File: src/rtl/axi_riscv_amos_rmw_seq.sv
// axi_riscv_amos_rmw_seq
//   Read-modify-write sequencer for a single AXI5 atomic (ATOP) request.
//   Reads the target word, extracts and extends the operand lane, drives the
//   external combinational AMO ALU for one cycle, merges the result back with
//   byte strobes, writes it, and returns the old (extended) lane value.
//
// Ports:
//   clk_i, rst_ni             clock, asynchronous active-low reset
//   req_*                     AMO request (valid/ready, addr, atop, size, operand)
//   rsp_*                     response (valid/ready, old data, error)
//   mem_rd_*                  read request channel and read data return
//   mem_wr_*                  write request channel and write response
//   alu_*                     ALU operation and operands, result returned comb.
module axi_riscv_amos_rmw_seq #(
  parameter int unsigned ADDR_WIDTH = 64,
  parameter int unsigned DATA_WIDTH = 64,
  localparam int unsigned STRB_WIDTH = DATA_WIDTH / 8
) (
  input  logic                  clk_i,
  input  logic                  rst_ni,
  input  logic                  req_valid_i,
  output logic                  req_ready_o,
  input  logic [ADDR_WIDTH-1:0] req_addr_i,
  input  logic [5:0]            req_atop_i,
  input  logic [2:0]            req_size_i,
  input  logic [DATA_WIDTH-1:0] req_operand_i,
  output logic                  rsp_valid_o,
  input  logic                  rsp_ready_i,
  output logic [DATA_WIDTH-1:0] rsp_data_o,
  output logic                  rsp_error_o,
  output logic                  mem_rd_valid_o,
  input  logic                  mem_rd_ready_i,
  output logic [ADDR_WIDTH-1:0] mem_rd_addr_o,
  input  logic                  mem_rd_rvalid_i,
  input  logic [DATA_WIDTH-1:0] mem_rd_rdata_i,
  input  logic                  mem_rd_err_i,
  output logic                  mem_wr_valid_o,
  input  logic                  mem_wr_ready_i,
  output logic [ADDR_WIDTH-1:0] mem_wr_addr_o,
  output logic [DATA_WIDTH-1:0] mem_wr_data_o,
  output logic [STRB_WIDTH-1:0] mem_wr_strb_o,
  input  logic                  mem_wr_bvalid_i,
  input  logic                  mem_wr_err_i,
  output logic [5:0]            alu_op_o,
  output logic [DATA_WIDTH-1:0] alu_operand_a_o,
  output logic [DATA_WIDTH-1:0] alu_operand_b_o,
  input  logic [DATA_WIDTH-1:0] alu_result_i
);

  localparam int unsigned LOG_STRB = $clog2(STRB_WIDTH);
  // Keep the lane-offset vector at least one bit wide for byte-wide memories.
  localparam int unsigned OFF_W    = (LOG_STRB > 0) ? LOG_STRB : 1;

  typedef enum logic [2:0] {
    IDLE, RD_REQ, RD_WAIT, EXEC, WR_REQ, WR_WAIT, RSP
  } state_t;

  state_t state_q, state_d;

  logic [ADDR_WIDTH-1:0] addr_q;
  logic [5:0]            atop_q;
  logic [2:0]            size_q;
  logic [DATA_WIDTH-1:0] operand_q;
  logic [DATA_WIDTH-1:0] rdata_q;
  logic [DATA_WIDTH-1:0] wr_data_q;
  logic [STRB_WIDTH-1:0] wr_strb_q;
  logic [DATA_WIDTH-1:0] rsp_data_q;
  logic                  rsp_err_q;

  logic                  req_ok;
  logic                  sgn_op;
  logic [OFF_W-1:0]      offset;
  logic [ADDR_WIDTH-1:0] word_addr;
  logic [DATA_WIDTH-1:0] lane_raw;
  logic [DATA_WIDTH-1:0] old_ext;
  logic [DATA_WIDTH-1:0] opnd_ext;
  logic [STRB_WIDTH-1:0] strb_base;
  logic                  exec;

  // Supported: AtomicSwap, or any AtomicStore / AtomicLoad; access must fit
  // in one word and be naturally aligned.
  function automatic logic chk_req(input logic [ADDR_WIDTH-1:0] addr,
                                   input logic [5:0] atop,
                                   input logic [2:0] size);
    logic          atop_ok;
    logic          size_ok;
    logic          aligned;
    logic [OFF_W:0] lim;
    atop_ok = (atop == 6'b110000) || (atop[5:4] == 2'b01) || (atop[5:4] == 2'b10);
    size_ok = (32'(size) <= LOG_STRB);
    lim     = ((OFF_W+1)'(1) << size) - (OFF_W+1)'(1);
    aligned = ((addr[OFF_W-1:0] & lim[OFF_W-1:0]) == '0);
    return atop_ok && size_ok && aligned;
  endfunction

  // Bytes beyond the 2^sz-byte lane become zero or copies of the lane's sign.
  function automatic logic [DATA_WIDTH-1:0] extend(input logic [DATA_WIDTH-1:0] v,
                                                   input logic [2:0] sz,
                                                   input logic sgn);
    logic [DATA_WIDTH-1:0] r;
    logic [7:0]            byte_v;
    logic                  fill;
    r    = v;
    fill = 1'b0;
    for (int unsigned b = 0; b < STRB_WIDTH; b++) begin
      byte_v = v[b*8 +: 8];
      if (b + 1 == (32'd1 << sz)) fill = sgn & byte_v[7];
    end
    for (int unsigned b = 0; b < STRB_WIDTH; b++) begin
      if (b >= (32'd1 << sz)) r[b*8 +: 8] = {8{fill}};
    end
    return r;
  endfunction

  assign req_ok    = chk_req(req_addr_i, req_atop_i, req_size_i);
  assign sgn_op    = ((atop_q[5:4] == 2'b01) || (atop_q[5:4] == 2'b10)) &&
                     ((atop_q[2:0] == 3'b100) || (atop_q[2:0] == 3'b101));
  assign offset    = addr_q[OFF_W-1:0] & OFF_W'(STRB_WIDTH - 1);
  assign word_addr = addr_q & ~ADDR_WIDTH'(STRB_WIDTH - 1);
  assign lane_raw  = rdata_q >> {offset, 3'b000};
  assign old_ext   = extend(lane_raw, size_q, sgn_op);
  assign opnd_ext  = extend(operand_q, size_q, sgn_op);

  always_comb begin
    strb_base = '0;
    for (int unsigned b = 0; b < STRB_WIDTH; b++) begin
      strb_base[b] = (b < (32'd1 << size_q));
    end
  end

  always_comb begin
    state_d = state_q;
    case (state_q)
      IDLE:    if (req_valid_i) state_d = req_ok ? RD_REQ : RSP;
      RD_REQ:  if (mem_rd_ready_i) state_d = RD_WAIT;
      RD_WAIT: if (mem_rd_rvalid_i) state_d = mem_rd_err_i ? RSP : EXEC;
      EXEC:    state_d = WR_REQ;
      WR_REQ:  if (mem_wr_ready_i) state_d = WR_WAIT;
      WR_WAIT: if (mem_wr_bvalid_i) state_d = RSP;
      RSP:     if (rsp_ready_i) state_d = IDLE;
      default: state_d = IDLE;
    endcase
  end

  always_ff @(posedge clk_i or negedge rst_ni) begin
    if (!rst_ni) begin
      state_q    <= IDLE;
      addr_q     <= '0;
      atop_q     <= '0;
      size_q     <= '0;
      operand_q  <= '0;
      rdata_q    <= '0;
      wr_data_q  <= '0;
      wr_strb_q  <= '0;
      rsp_data_q <= '0;
      rsp_err_q  <= 1'b0;
    end else begin
      state_q <= state_d;
      case (state_q)
        IDLE: begin
          if (req_valid_i) begin
            addr_q     <= req_addr_i;
            atop_q     <= req_atop_i;
            size_q     <= req_size_i;
            operand_q  <= req_operand_i;
            rsp_err_q  <= ~req_ok;
            rsp_data_q <= '0;
          end
        end
        RD_WAIT: begin
          if (mem_rd_rvalid_i) begin
            rdata_q <= mem_rd_rdata_i;
            if (mem_rd_err_i) rsp_err_q <= 1'b1;
          end
        end
        EXEC: begin
          wr_data_q <= alu_result_i << {offset, 3'b000};
          wr_strb_q <= strb_base << offset;
        end
        WR_WAIT: begin
          if (mem_wr_bvalid_i) begin
            rsp_err_q  <= mem_wr_err_i;
            rsp_data_q <= old_ext;
          end
        end
        default: ;
      endcase
    end
  end

  assign exec            = (state_q == EXEC);
  assign req_ready_o     = (state_q == IDLE);
  assign mem_rd_valid_o  = (state_q == RD_REQ);
  assign mem_wr_valid_o  = (state_q == WR_REQ);
  assign rsp_valid_o     = (state_q == RSP);
  assign rsp_data_o      = rsp_data_q;
  assign rsp_error_o     = rsp_err_q;
  assign mem_rd_addr_o   = word_addr;
  assign mem_wr_addr_o   = word_addr;
  assign mem_wr_data_o   = wr_data_q;
  assign mem_wr_strb_o   = wr_strb_q;
  assign alu_op_o        = exec ? atop_q   : '0;
  assign alu_operand_a_o = exec ? old_ext  : '0;
  assign alu_operand_b_o = exec ? opnd_ext : '0;

endmodule

File: config.mk
export PLATFORM = sky130hd
export DESIGN_NAME = axi_riscv_amos_rmw_seq
export DESIGN_NICKNAME = d
export VERILOG_FILES = /design/src/rtl/axi_riscv_amos_rmw_seq.sv
export SDC_FILE = /design/constraint.sdc
export NUM_CORES = 1
export LEC_CHECK = 0
export CAP_MARGIN = 20
export CORE_AREA = 2 2 264 266
export DETAILED_ROUTE_END_ITERATION = 8
export DIE_AREA = 0 0 266 268
export SKIP_CTS_REPAIR_TIMING = 1
export SYNTH_ARGS = -nofsm -noshare
export SYNTH_HDL_FRONTEND = slang
export SYNTH_SLANG_ARGS = --single-unit
File: constraint.sdc
create_clock -name clk_i -period 4.15 [get_ports clk_i]
set_input_delay 0.83 -clock clk_i [delete_from_list [all_inputs] [get_ports clk_i]]
set_output_delay 0.83 -clock clk_i [all_outputs]
set_load 0.02 [all_outputs]
* Yosys cells after proc, flatten, opt, wreduce, memory -nomap -nowiden
Cells that the tools add are included.
** Word-level totals
- Input bits :: 275
- Output and inout bits :: 403
- Logic and storage cells :: 147
- Register bits :: 341
** Cells by class
- Magnitude comparators :: 17
- Shifts and indexed selects :: 5
- Reduce and logical (&&, ||, !) cells :: 16
- Equal/unequal tests :: 28
- Bitwise gates (word level) :: 18
- Add/subtract/negate cells :: 1
- Multiplexer cells :: 52
** Operators by type and width (number)
- 64-bit two-way mux :: 4
- 3-bit by 32-bit equality test with 1-bit output, first input constant :: 4
- 3-bit by 32-bit >= comparator with 1-bit output, first input constant :: 4
- 3-bit by 32-bit < comparator with 1-bit output, first input constant :: 4
- 8-bit two-way mux :: 16
- 64-bit case mux with 2 select lines :: 1
- 2-bit by 32-bit equality test with 1-bit output, first input constant :: 2
- 1-bit by 32-bit >= comparator with 1-bit output, first input constant :: 2
- 2-bit by 32-bit >= comparator with 1-bit output, first input constant :: 2
- 1-bit by 32-bit < comparator with 1-bit output, first input constant :: 2
- 2-bit by 32-bit < comparator with 1-bit output, first input constant :: 2
- 64-bit by 6-bit << shifter with 64-bit output :: 1
- 64-bit by 6-bit right shift with 64-bit output :: 1
- 1-bit by 32-bit equality test with 1-bit output, first input constant :: 1
- 4-bit by 32-bit equality test with 1-bit output, first input constant :: 1
- 1-bit by 3-bit << shifter with 32-bit output, first input constant :: 1
- 3-bit two-way mux :: 8
- 3-bit case mux with 7 select lines :: 1
- 1-bit two-way mux :: 20
- 1-bit AND :: 16
- 3-bit equality test, second input constant :: 5
- 2-bit inequality test, second input constant :: 4
- 8-bit by 3-bit << shifter with 8-bit output :: 1
- 3-bit by 2-bit equality test with 1-bit output, second input constant :: 2
- other kinds (21) :: 32

* Depth between registers and ports, before layout
- Depth after elaboration :: 15
- Gate-level depth with buffers :: 10
- Gate-level depth less buffers :: 8

* Worst setup path after synthesis
OpenSTA, ideal clock, no wires.
- Path kind :: reg-to-output
- From :: reg atop_q[5]
- To :: out alu_operand_a_o[55]
- Buffers on the path :: 3
- Data arrival time :: 2.375 ns
- Cell stages (with the launch flop) :: 9
- Setup slack :: 0.945 ns
- Data required time :: 3.320 ns
- Path through :: dfrtp_1 xnor2_1 or3b_4 or4_4 buf_6 and3_1 buf_6 buf_6 a21oi_1
** On the way
- Longest elaborated chain between the ends :: 14
- Elaborated cells on any way between the ends :: 22
- Classes of those cells :: eq/ne (2); mux (10); bitwise (8); reduce/logical (2)
** Ends and longest elaborated chain
- start: declaration :: line 61 : logic [5:0] atop_q;
- start signal: assignment :: line 163 : atop_q <= req_atop_i;
- 2-bit by 1-bit equality test with 1-bit output / 2-bit equality test (equally long branches) :: line 116 : assign sgn_op = ((atop_q[5:4] == 2'b01) || (atop_q[5:4] == 2'b10)) &&
- 1-bit logical OR (*) :: line 116
- 1-bit logical AND (*) :: line 116
- 1-bit AND :: line 107 : if (b + 1 == (32'd1 << sz)) fill = sgn & byte_v[7];
- 1-bit two-way mux (7 in a row) :: line 107
- 1-bit two-way mux (*) :: line 107
- 8-bit two-way mux (*) :: line 110 : if (b >= (32'd1 << sz)) r[b*8 +: 8] = {8{fill}};
- 64-bit two-way mux (*) :: line 203 : assign alu_operand_a_o = exec ? old_ext : '0;
- end: declaration :: line 45 : output logic [DATA_WIDTH-1:0] alu_operand_a_o,
Mark *: on every way between the ends. The rest lies on a longest branch, timed or not.

* Worst setup path after layout
- From :: reg addr_q[0]
- To :: out alu_operand_a_o[6]
** On the way
- Longest elaborated chain between the ends :: 12
- Elaborated cells on any way between the ends :: 19
- Classes of those cells :: shift (1); mux (10); bitwise (8)
** Ends and longest elaborated chain
- start: declaration :: line 60 : logic [ADDR_WIDTH-1:0] addr_q;
- start signal: assignment :: line 162 : addr_q <= req_addr_i;
- 64-bit by 6-bit right shift with 64-bit output (*) :: line 120 : assign lane_raw = rdata_q >> {offset, 3'b000};
- 1-bit AND :: line 107
- 1-bit two-way mux (8 in a row) :: line 107
- 8-bit two-way mux (*) :: line 110
- 64-bit two-way mux (*) :: line 203
Marks and branches as above.

==> flow_metrics.py <==
metrics = {
    "status": {
        "status": "completed",
    },
    "place": {
        "globalplace.congestion": 0.9273,
        "post-place-ws_ns": 0.3166,
        "hpwlAfterDp_um": 67620,
        "dp_cells": 3333,
        "io_buffers": 671,
    },
    "global_route": {
        "grt_pass1_vias": 16549,
        "grt_use_met1_pct": 32.70,
        "antenna_found_initial": 24,
        "grt_start_max_net_pins": 101,
        "use_met3_pct": 5.480,
        "grt_use_total_pct": 23.06,
        "grt_overflow": 0,
        "grt.busiest_layer": "met2",
        "grtUsageMet2_pct": 34.41,
        "grt_pass1_wl_um": 120200,
    },
    "sta": {
        "setup_viol": 0,
        "fmax_mhz": 243.6,
        "finalSetupTns_ns": 0,
        "slew_violations": 0,
        "finalHoldViolations": 0,
        "worst_pin_slew_ns": 1.005,
        "rsz0062_at_grt": "no",
        "fin_crit_sh_pct": 98.92,
        "relSlewSlack_pct": 33.01,
        "min_period_ns": 4.105,
        "fin_ws_ns": 0.04498,
        "hold_ws_ns": 0.3086,
        "fin_skew_ns": 0.01581,
    },
    "layout": {
        "drive_gt1_share_pct": 11.98,
        "multi_input_area_um2": 8361,
        "fill_cells": 6748,
        "register_area_um2": 8542,
        "nets": 2773,
        "synthToLayoutAreaGrowth_pct": 46.25,
        "stdcell_count": 3421,
    },
    "floorplanning": {
        "die_height_um": 268,
        "core_area_um2": 68230,
        "initial_core_util_pct": 27.03,
        "die-area_um2": 71290,
        "die_w_um": 266,
        "io_pins": 678,
        "rows": 96,
    },
    "critical_path": {
        "start_kind": "flop",
        "cp_common_cell": "mux2i_1",
        "cp.arrival_ns": 3.28,
        "crit_required_ns": 3.32,
        "crit_chain": "buf_12, mux2i_1, mux2i_1, a21oi_1, nor2_1, clkdlybuf4s50_1",
        "critPathSlowestCell": "a21oi_1",
        "critPathKind": "reg2out",
        "worstSetupEndpointType": "output port",
        "slowest_delay_ns": 0.61,
        "cp_num_buf_inv": 2,
        "path_delay_family": "buffers and inverters",
        "cp_max_fo": 72,
    },
    "clock_network": {
        "numCtsBuffers": 43,
        "cts_root_buf": "clkbuf_16",
        "clockBufferDepth": 3,
        "clk_pin_slew_worst_paths_ns": 0.06,
        "cts_tree": "yes",
        "h-tree-depth": 2,
        "clock_sinks": 341,
        "insertion_delay_ns": 0.57,
    },
    "drt": {
        "drtIter0Drc": 1743,
        "antenna_left": 0,
        "drc": 0,
        "vias_per_cell": 4.998,
        "wl_um": 86140,
        "dr_total_vias": 17098,
        "routedWlPerCell_um": 25.18,
        "first_pass_iters": 5,
    },
    "logic_synthesis": {
        "synth_most_common_cell": "nand2_1",
        "yosys.area.top_type_share_pct": 46.27,
        "ys_top_cells_by_count": "nand2_1, dfrtp_1, buf_4, clkbuf_1, a21oi_1",
        "yosysWarnings": 0,
        "synthArstFlopShare_pct": 100.0,
        "synth_area_leader_cell": "dfrtp_1",
        "ys_top_cells_by_area": "dfrtp_1, nand2_1, mux2_2",
        "synth_cell_types": 63,
        "synth-seq-cells": 341,
        "syn-cell-area_um2": 18440,
        "syn_inst": 2001,
        "syn_avg_cell_area_um2": 9.216,
        "ys.flop_type": "dfrtp_1",
        "ys_seq_area_share_pct": 46.27,
        "synth-edff-count": 0,
    },
    "hold_path": {
        "hold_path_class": "in2async",
    },
    "pwr": {
        "powerDensity_nw_per_um2": 809.0,
        "p_leak_nw": 11.94,
        "ir_worst_vdd_mv": 0.3045,
    },
    "flow_run": {
        "maxCapViolations": 0,
    },
}
## through the flow
stage,utilization (%),instance area [um^2],total power [mW]
final,39.53,26970,21.82
after global routing,39.52,26960,22.99
after CTS,39.31,26820,21.84
after detailed placement,36.99,25240,17.56
after global placement,36.99,25240,17.41
after floorplan,-,18460,12.64
## path summary, 6_finish.rpt
check                                    startpoint                            end  slack, ns  cells after the start
max in group asynchronous                    rst_ni         addr_q[12]$_DFFE_PN0P_       2.84                      2
max reg2reg                   addr_q[0]$_DFFE_PN0P_  mem_wr_data_o[58]$_DFFE_PN0P_       0.93                      6
min in group clk_i         operand_q[6]$_DFFE_PN0P_       operand_q[6]$_DFFE_PN0P_       0.47                      2
max                           addr_q[0]$_DFFE_PN0P_             alu_operand_a_o[6]       0.04                      6
min reg2reg                operand_q[6]$_DFFE_PN0P_       operand_q[6]$_DFFE_PN0P_       0.47                      2
min                                          rst_ni  mem_wr_data_o[59]$_DFFE_PN0P_       0.31                      1
## layout make-up
type,instances,area share (%)
clock inverter,17,1.146
timing repair buffer,735,27.25
inverter,3,0.04175
multi-input combinational,1373,31.00
sequential,341,31.67
antenna,10,0.09278
tap,882,4.092
clock buffer,60,4.713
## cell usage in the layout (no fill, tap or decap), types with 44 or more instances in the layout
master,Yosys,final
clkdlybuf4s50_1,0,614
nand2_1,571,570
dfrtp_1,341,338
mux2_2,96,96
mux2i_1,96,96
a21oi_1,99,92
o21ai_0,87,86
buf_4,128,76
o21a_1,70,70
nor2_1,53,52
clkbuf_16,0,44
## worst reg2reg max path: stages, from the launching register on
cell     delay (ns)
dfrtp_4        0.54
buf_12         0.36
buf_4          0.85
mux2i_1        0.79
mux2i_1        0.23
mux2i_1        0.20
o21ai_0        0.11
## per-layer routing
metal / vias up / part of all wire [%]
met5: - / 0.23
met4: 30 / 3.2
met3: 149 / 7.4
met2: 776 / 44
met1: 8392 / 45
li1: 7751 / -
## flip-flops by register name (all words and copies together), names as in the netlist
register,cells
rdata_q,64
state_q,3
addr_q,64
operand_q,64
mem_wr_data_o,64
rsp_error_o,1
rsp_data_o,64
mem_wr_strb_o,8
atop_q,6
size_q,3
## report_power, final
group | internal (mW) | leakage (nW) | switching [mW]
combinational | 4.76 | 6.87 | 6.81
clock | 2.63 | 0.772 | 1.54
sequential | 4.77 | 4.30 | 1.30
## cell families (layout without fill, tap and decap cells)
group	Yosys count	after routing	share of synthesized area (%)
compound gates	415	415	14.86
simple gates	741	741	16.73
fa+ha+maj	1	1	0.06784
mux	208	208	13.03
flops	341	341	46.27
buf+inv	292	815	8.929
other cells	1	16	0.02033
xor+xnor	2	2	0.09500
Note: power is estimated with default switching activity, not from simulation.
